## src/rtl/window_max.sv

```systemverilog
// Windowed max/min reducer: each accepted pair contributes the larger of its two
// operands; a window closes after WIN pairs or on flush and is held until consumed.
module window_max #(
    parameter int unsigned WIDTH = 8,
    parameter int unsigned WIN   = 4
) (
    input  logic             clk,
    input  logic             rst,
    input  logic [WIDTH-1:0] in_a,
    input  logic [WIDTH-1:0] in_b,
    input  logic             in_valid,
    output logic             in_ready,
    input  logic             flush,
    output logic [WIDTH-1:0] out_max,
    output logic [WIDTH-1:0] out_min,
    output logic [7:0]       out_cnt,
    output logic             out_valid,
    input  logic             out_ready
);

    typedef enum logic [1:0] {
        IDLE  = 2'd0,
        ACCUM = 2'd1,
        HOLD  = 2'd2
    } state_t;

    localparam logic [7:0] WIN_C = 8'(WIN);

    state_t           state_q, state_d;
    logic [7:0]       cnt_q, cnt_d;
    logic [WIDTH-1:0] max_q, max_d;
    logic [WIDTH-1:0] min_q, min_d;
    logic [WIDTH-1:0] sel;
    logic             accept;

    assign in_ready = (state_q != HOLD);
    assign accept   = in_valid && in_ready;
    assign sel      = (in_a > in_b) ? in_a : in_b;

    always_comb begin
        state_d = state_q;
        cnt_d   = cnt_q;
        max_d   = max_q;
        min_d   = min_q;
        case (state_q)
            IDLE: begin
                if (accept) begin
                    max_d   = sel;
                    min_d   = sel;
                    cnt_d   = 8'd1;
                    state_d = flush ? HOLD : ACCUM;
                end
            end
            ACCUM: begin
                if (accept) begin
                    if (sel > max_q) max_d = sel;
                    if (sel < min_q) min_d = sel;
                    cnt_d = cnt_q + 8'd1;
                end
                // The pair accepted this cycle is folded in before the window closes
                if (flush || (accept && (cnt_q + 8'd1 == WIN_C))) begin
                    state_d = HOLD;
                end
            end
            HOLD: begin
                if (out_ready) begin
                    state_d = IDLE;
                    cnt_d   = '0;
                    max_d   = '0;
                    min_d   = '0;
                end
            end
            default: begin
                state_d = IDLE;
                cnt_d   = '0;
                max_d   = '0;
                min_d   = '0;
            end
        endcase
    end

    always_ff @(posedge clk) begin
        if (rst) begin
            state_q <= IDLE;
            cnt_q   <= '0;
            max_q   <= '0;
            min_q   <= '0;
        end else begin
            state_q <= state_d;
            cnt_q   <= cnt_d;
            max_q   <= max_d;
            min_q   <= min_d;
        end
    end

    assign out_valid = (state_q == HOLD);
    assign out_max   = out_valid ? max_q : '0;
    assign out_min   = out_valid ? min_q : '0;
    assign out_cnt   = out_valid ? cnt_q : '0;

endmodule

```

## config.mk

```make
export PLATFORM = sky130hd
export DESIGN_NAME = window_max
export DESIGN_NICKNAME = d
export VERILOG_FILES = /design/src/rtl/window_max.sv
export SDC_FILE = /design/constraint.sdc
export NUM_CORES = 1
export LEC_CHECK = 0
export CAP_MARGIN = 25
export CORE_AREA = 10 10 110 63
export CTS_CLUSTER_DIAMETER = 100
export DETAILED_ROUTE_END_ITERATION = 6
export DIE_AREA = 0 0 120 73
export HOLD_SLACK_MARGIN = 0.02
export PLACE_DENSITY_LB_ADDON = 0.08
export SLEW_MARGIN = 20
export SYNTH_ARGS = -nofsm -noshare
export SYNTH_HDL_FRONTEND = slang
export SYNTH_SLANG_ARGS = --single-unit
```

## constraint.sdc

```tcl
create_clock -name clk -period 11.2 [get_ports clk]
set_input_delay 2.24 -clock clk [delete_from_list [all_inputs] [get_ports clk]]
set_output_delay 2.24 -clock clk [all_outputs]
set_load 0.005 [all_outputs]
```

==> results of run 1 <==
## metrics by stage
step / instances / power [W] / cell area (um2) / utilization [%] / setup slack [ns]
after global placement: 394 / 0.000198 / 2710 / 52.6 / 4.79
after detailed placement: 395 / 0.000200 / 2730 / 52.8 / 4.68
after CTS: 399 / 0.000262 / 2780 / 53.9 / 4.97
after global routing: 400 / 0.000279 / 2790 / 54.1 / 4.90
after floorplan: 287 / 0.000169 / 2220 / - / 6.03
final: 400 / 0.000262 / 2790 / 54.1 / 5.21
## routing by layer
layer,global-route usage (%),vias to the layer above,share of wire (%)
met5,0,-,0
met4,1.60,0,0.29
met3,3.78,2,8.9
met2,20.8,82,39
met1,22.4,969,52
li1,-,1094,-
## worst paths after layout
| kind | end | start |
|---|---|---|
| max | max_q[3] | in_b[5] |
| min | max_q[6] | max_q[6] |
| max reg2reg | min_q[7] | state_q[1] |
| min reg2reg | max_q[6] | max_q[6] |
## synth_stat cells, types with 4 or more instances
library cell	instances	share of area (%)
nor2_1	31	5.2
dfxtp_1	26	23
ha_1	25	14
a21oi_1	23	5.2
inv_1	23	3.9
nand2_1	22	3.7
o21ai_0	16	3.6
and2_1	10	2.8
mux2i_1	8	3.6
nand2b_1	8	2.3
nor4_1	8	2.3
mux2_2	7	3.5
nand3_1	7	1.6
o211a_1	7	3.2
o21bai_1	7	2.4
clkbuf_1	6	1.0
o211ai_1	4	1.4
## state kept, by name, summed over array words and instances, names as in the netlist
signal   flops
state_q      2
min_q        8
cnt_q        8
max_q        8
## power by group
group | total [W] | internal [W] | leakage [nW] | switching (W)
Clock | 0.0000625 | 0.0000315 | 0.0288 | 0.0000311
Sequential | 0.000105 | 0.0000991 | 0.213 | 0.00000540
Combinational | 0.0000945 | 0.0000422 | 0.912 | 0.0000523
Total | 0.000262 | 0.000173 | 1.15 | 0.0000888
## cell families (layout without fill, tap and decap cells)
group / after synthesis / after routing / share of synthesized area (%)
simple gates: 105 / 105 / 23.7
compound gates: 76 / 76 / 23.1
buf+inv: 36 / 76 / 6.92
flops: 26 / 26 / 23.4
fa+ha+maj: 25 / 25 / 14.1
mux: 15 / 15 / 7.15
xor+xnor: 4 / 4 / 1.58
## critical path, cell delays in order
cell and delay (ns):
clkdlybuf4s50_1 0.50, inv_1 0.07, ha_1 0.31, a21oi_1 0.08, o21a_1 0.22, nor2_2 0.50
nor2_2 0.22, mux2_2 0.34, ha_1 0.29, nor2b_1 0.13, o211ai_1 0.09, a211o_1 0.31
a21oi_1 0.51, o21ai_0 0.21, a21oi_1 0.16
## final cells by class
type / instances / area (um2) / area share, %
multi-input cells: 225 / 1550 / 55.5
flip-flops and latches: 26 / 520 / 18.7
repair buffers: 48 / 483 / 17.3
well taps: 73 / 91.3 / 3.28
inverters: 24 / 90.1 / 3.23
clock buffers: 4 / 55.1 / 1.97
==> flow_summary.json, run 1 <==
{
  "die_h_um": 73,
  "io_buffers": 46,
  "period_share_pct": 53.4,
  "status": "completed",
  "crit_type": "in2reg",
  "drc": 0,
  "initial_utilization_pct": 43.1,
  "die_w_um": 120,
  "setup_viol": 0,
  "antenna_found_initial": 0,
  "cts_tree": "done",
  "tightest_slew_ns": 0.629,
  "synth_cell_type_count": 49,
  "r2r_cells": 5,
  "cts_hold_buffers": 0,
  "cts_htree_levels": 1,
  "place.gp.congestion": 0.847,
  "ys_seq_elements": 26,
  "design.core.area_mm2": 0.00516,
  "min_period_ns": 5.99,
  "holdWs_ns": 0.459,
  "rsz0062_at_grt": "false",
  "routedWlPerCell_um": 16.4,
  "clock.fmax_mhz": 167,
  "yosysSeqAreaShare_pct": 23.4,
  "area_growth_pct": 25.4,
  "grt_use_total_pct": 14.8,
  "tns_ns": 0,
  "cts_resized": 0,
  "cap_violations": 0,
  "die_area_mm2": 0.00876,
  "grt_pass1_vias": 2015,
  "yosys_warnings": 0,
  "required_ns": 11.40,
  "power_leakage_nw": 1.15,
  "via_per_inst": 5.37,
  "diodes": 0,
  "ios": 47,
  "ys_dominant_reg_cell": "dfxtp_1",
  "cts_sinks": 26,
  "reg2reg_slack_ns": 8.71,
  "synth_edf_count": 0,
  "synth_area_mm2": 0.00222,
  "hold_viol": 0,
  "relSlewSlack_pct": 58.0,
  "min_delay_path_depth": 2,
  "p_per_area_mw_per_mm2": 93.8,
  "synthesis.nets": 333,
  "post_cts_buffers": 0,
  "fillers": 494,
  "clock_path_buffers": 2,
  "drive_above_1_share_pct": 7.03,
  "wl_um": 6560,
  "drtAntennaViolNets": 0,
  "avgSynthCellArea_um2": 7.75,
  "cts_buffers": 3,
  "hold_class": "reg2reg",
  "num_vias": 2147,
  "slew_viol_final": 0,
  "async_flop_share_pct": 0,
  "syn_inst": 287,
  "grt_max_degree": 21,
  "grt_pass1_wl_um": 10600,
  "cp_data_arrival_time_ns": 6.19,
  "nets": 374,
  "clk_latency_ns": 0.27,
  "ir_worst_vdd_uv": 59.1,
  "drt_first_pass_iters": 4,
  "mostFrequentLayoutCells": "46 x clkdlybuf4s50_1, 31 x nor2_1, 26 x dfxtp_1, 25 x ha_1",
  "path_clk_slew_ns": 0.09,
  "overflow": 0,
  "skew_ns": 0.00335,
  "root_buffer": "clkbuf_8",
  "drt_iter0_drc": 151,
  "layout_commonest_cell": "clkdlybuf4s50_1",
  "endpoint_kind": "register",
  "dp_hpwl_um": 5330,
  "crit_path_start_kind": "input pin",
  "rows": 19,
  "crit_fanout": 15
}
(Power assumes the default switching activity.)
==> run 2: changes to the inputs <==
==> constraint.sdc (replaced) <==
create_clock -name clk -period 6.2 [get_ports clk]
set_input_delay 1.24 -clock clk [delete_from_list [all_inputs] [get_ports clk]]
set_output_delay 1.24 -clock clk [all_outputs]
set_load 0.005 [all_outputs]
==> run 2 against run 1 <==
  * Register-to-register slack worse by 5.1 ns
  * Clock skew up 0.0027 ns
  * Sequential power up 80%
  * Largest power group unchanged
  * Highest routed layer unchanged
==> flow_summary.json, run 2 (synthesis results as in run 1) <==
{
  "endpoint_kind": "register",
  "slew_viol_final": 0,
  "drt_iter0_drc": 130,
  "design.core.area_mm2": 0.00516,
  "rr_endpoint": "min_q[1]",
  "hold_path_startpoint": "max_q[1]",
  "min_period_ns": 5.13,
  "multi_input_area_mm2": 0.00155,
  "die_area_mm2": 0.00876,
  "via_per_inst": 5.28,
  "grt_pass1_wl_um": 10700,
  "root_buffer": "clkbuf_8",
  "critPathMaxStageDelay_ns": 0.48,
  "power_leakage_nw": 1.15,
  "initial_utilization_pct": 43.1,
  "p_int_w": 0.000312,
  "crit_buf_inv": 3,
  "cp_data_arrival_time_ns": 5.33,
  "cts_htree_levels": 1,
  "crit_path_start_kind": "input pin",
  "num_vias": 2112,
  "p_per_area_mw_per_mm2": 169,
  "cts_resized": 0,
  "pwr-share-comb_pct": 36.0,
  "clock_path_buffers": 2,
  "crit_type": "in2reg",
  "routedWlPerCell_um": 16.2,
  "power_frac_seq_pct": 39.9,
  "path_cells": "clkdlybuf4s50_1, inv_1, ha_1, nor2b_1, o211ai_1, a211oi_2, buf_4, nor2_2, mux2_2, ha_1, nor2b_1, o211ai_1, a211o_1, a21oi_1, o21ai_0, a21oi_1",
  "setup_viol": 0,
  "seq_area_um2": 520,
  "skew_ns": 0.00603,
  "antenna_found_initial": 0,
  "post_cts_buffers": 0,
  "die_w_um": 120,
  "io_buffers": 46,
  "layout_commonest_cell": "clkdlybuf4s50_1",
  "tns_ns": 0,
  "rsz0062_at_grt": "false",
  "cpMaxStageDelayCell": "clkdlybuf4s50_1",
  "overflow": 0,
  "hold_class": "reg2reg",
  "min_to": "max_q[1]",
  "fillers": 500,
  "r2r-start": "state_q[1]",
  "cts_tree": "done",
  "die_h_um": 73,
  "rows": 19,
  "cap_violations": 0,
  "period_share_pct": 82.7,
  "place.gp.congestion": 0.874,
  "drtAntennaViolNets": 0,
  "diodes": 0,
  "grt_use_total_pct": 14.8,
  "top_regs": "cnt_q: 8 flops, max_q: 8 flops, min_q: 8 flops",
  "cts_hold_buffers": 0,
  "clk_latency_ns": 0.27,
  "ir_worst_vdd_uv": 103,
  "crit_fanout": 9,
  "drc": 0,
  "r2r_cells": 5,
  "hold_viol": 0,
  "cts_sinks": 26,
  "p_sw_w": 0.000161,
  "reg2reg_slack_ns": 3.63,
  "required_ns": 6.40,
  "min_delay_path_depth": 2,
  "drt_first_pass_iters": 4,
  "area_growth_pct": 25.4,
  "mostFrequentLayoutCells": "46 x clkdlybuf4s50_1, 31 x nor2_1, 26 x dfxtp_1, 25 x ha_1",
  "ios": 47,
  "total_power_w": 0.000472,
  "cts_buffers": 3,
  "cp.depth": 16,
  "nets": 374,
  "relSlewSlack_pct": 54.4,
  "crit_family": "compound AO/OA/AOI/OAI gates",
  "grt_max_degree": 21,
  "cp-startpoint": "in_b[1]",
  "p_clk_share_pct": 24.1,
  "wl_um": 6490,
  "path_clk_slew_ns": 0.09,
  "tightest_slew_ns": 0.683,
  "dp_hpwl_um": 5310,
  "drive_above_1_share_pct": 7.03,
  "status": "completed",
  "grt_pass1_vias": 2027,
  "clock.fmax_mhz": 195,
  "p_sw_share_pct": 34.0
}
run 2: layout make-up:
cell class | count | area share, %
Clock buffer | 4 | 1.97
Inverter | 24 | 3.23
Multi-Input combinational cell | 225 | 55.5
Sequential cell | 26 | 18.7
Tap cell | 73 | 3.28
Timing Repair Buffer | 48 | 17.3
run 2: through the flow:
step / instance area, um2 / hold WS (ns) / std cells / worst slack [ns] / utilization [%]
2_1_floorplan: 2220 / 0.436 / 287 / 2.03 / -
3_3_place_gp: 2710 / 0.445 / 394 / 0.755 / 52.6
3_5_place_dp: 2730 / 0.454 / 395 / 0.672 / 52.8
4_1_cts: 2780 / 0.468 / 399 / 0.970 / 53.9
5_1_grt: 2790 / 0.479 / 400 / 0.717 / 54.1
6_report: 2790 / 0.465 / 400 / 1.07 / 54.1
run 2: how the worst max path moves through the flow:
| stage | end | slack [ns] |
|---|---|---|
| final | max_q[2] | 1.07 |
| after global routing | max_q[2] | 0.72 |
| after CTS | max_q[2] | 0.97 |
| after detailed placement | max_q[6] | 0.67 |
| after global placement | max_q[6] | 0.76 |
| after floorplan | min_q[0] | 2.03 |
run 2: power groups by stage:
stage               sequential [W]  combinational (W)  clock, W
floorplan                 0.000188           0.000117         0
global placement          0.000192           0.000166         0
detailed placement        0.000192           0.000168         0
CTS                       0.000188           0.000169  0.000117
global route              0.000191           0.000192  0.000122
finish                    0.000189           0.000170  0.000114
run 2: tightest hold or removal path, stage by stage, from the launching register on:
cell,delay (ns)
dfxtp_1,0.32
nand2_1,0.05
a21oi_1,0.06
run 2: routing by layer:
layer | vias up | track usage, % | share of wire (%)
met5 | - | 0 | 0
met4 | 0 | 1.20 | 0.20
met3 | 2 | 3.63 | 7.1
met2 | 52 | 20.6 | 39
met1 | 959 | 22.6 | 53
li1 | 1099 | - | -
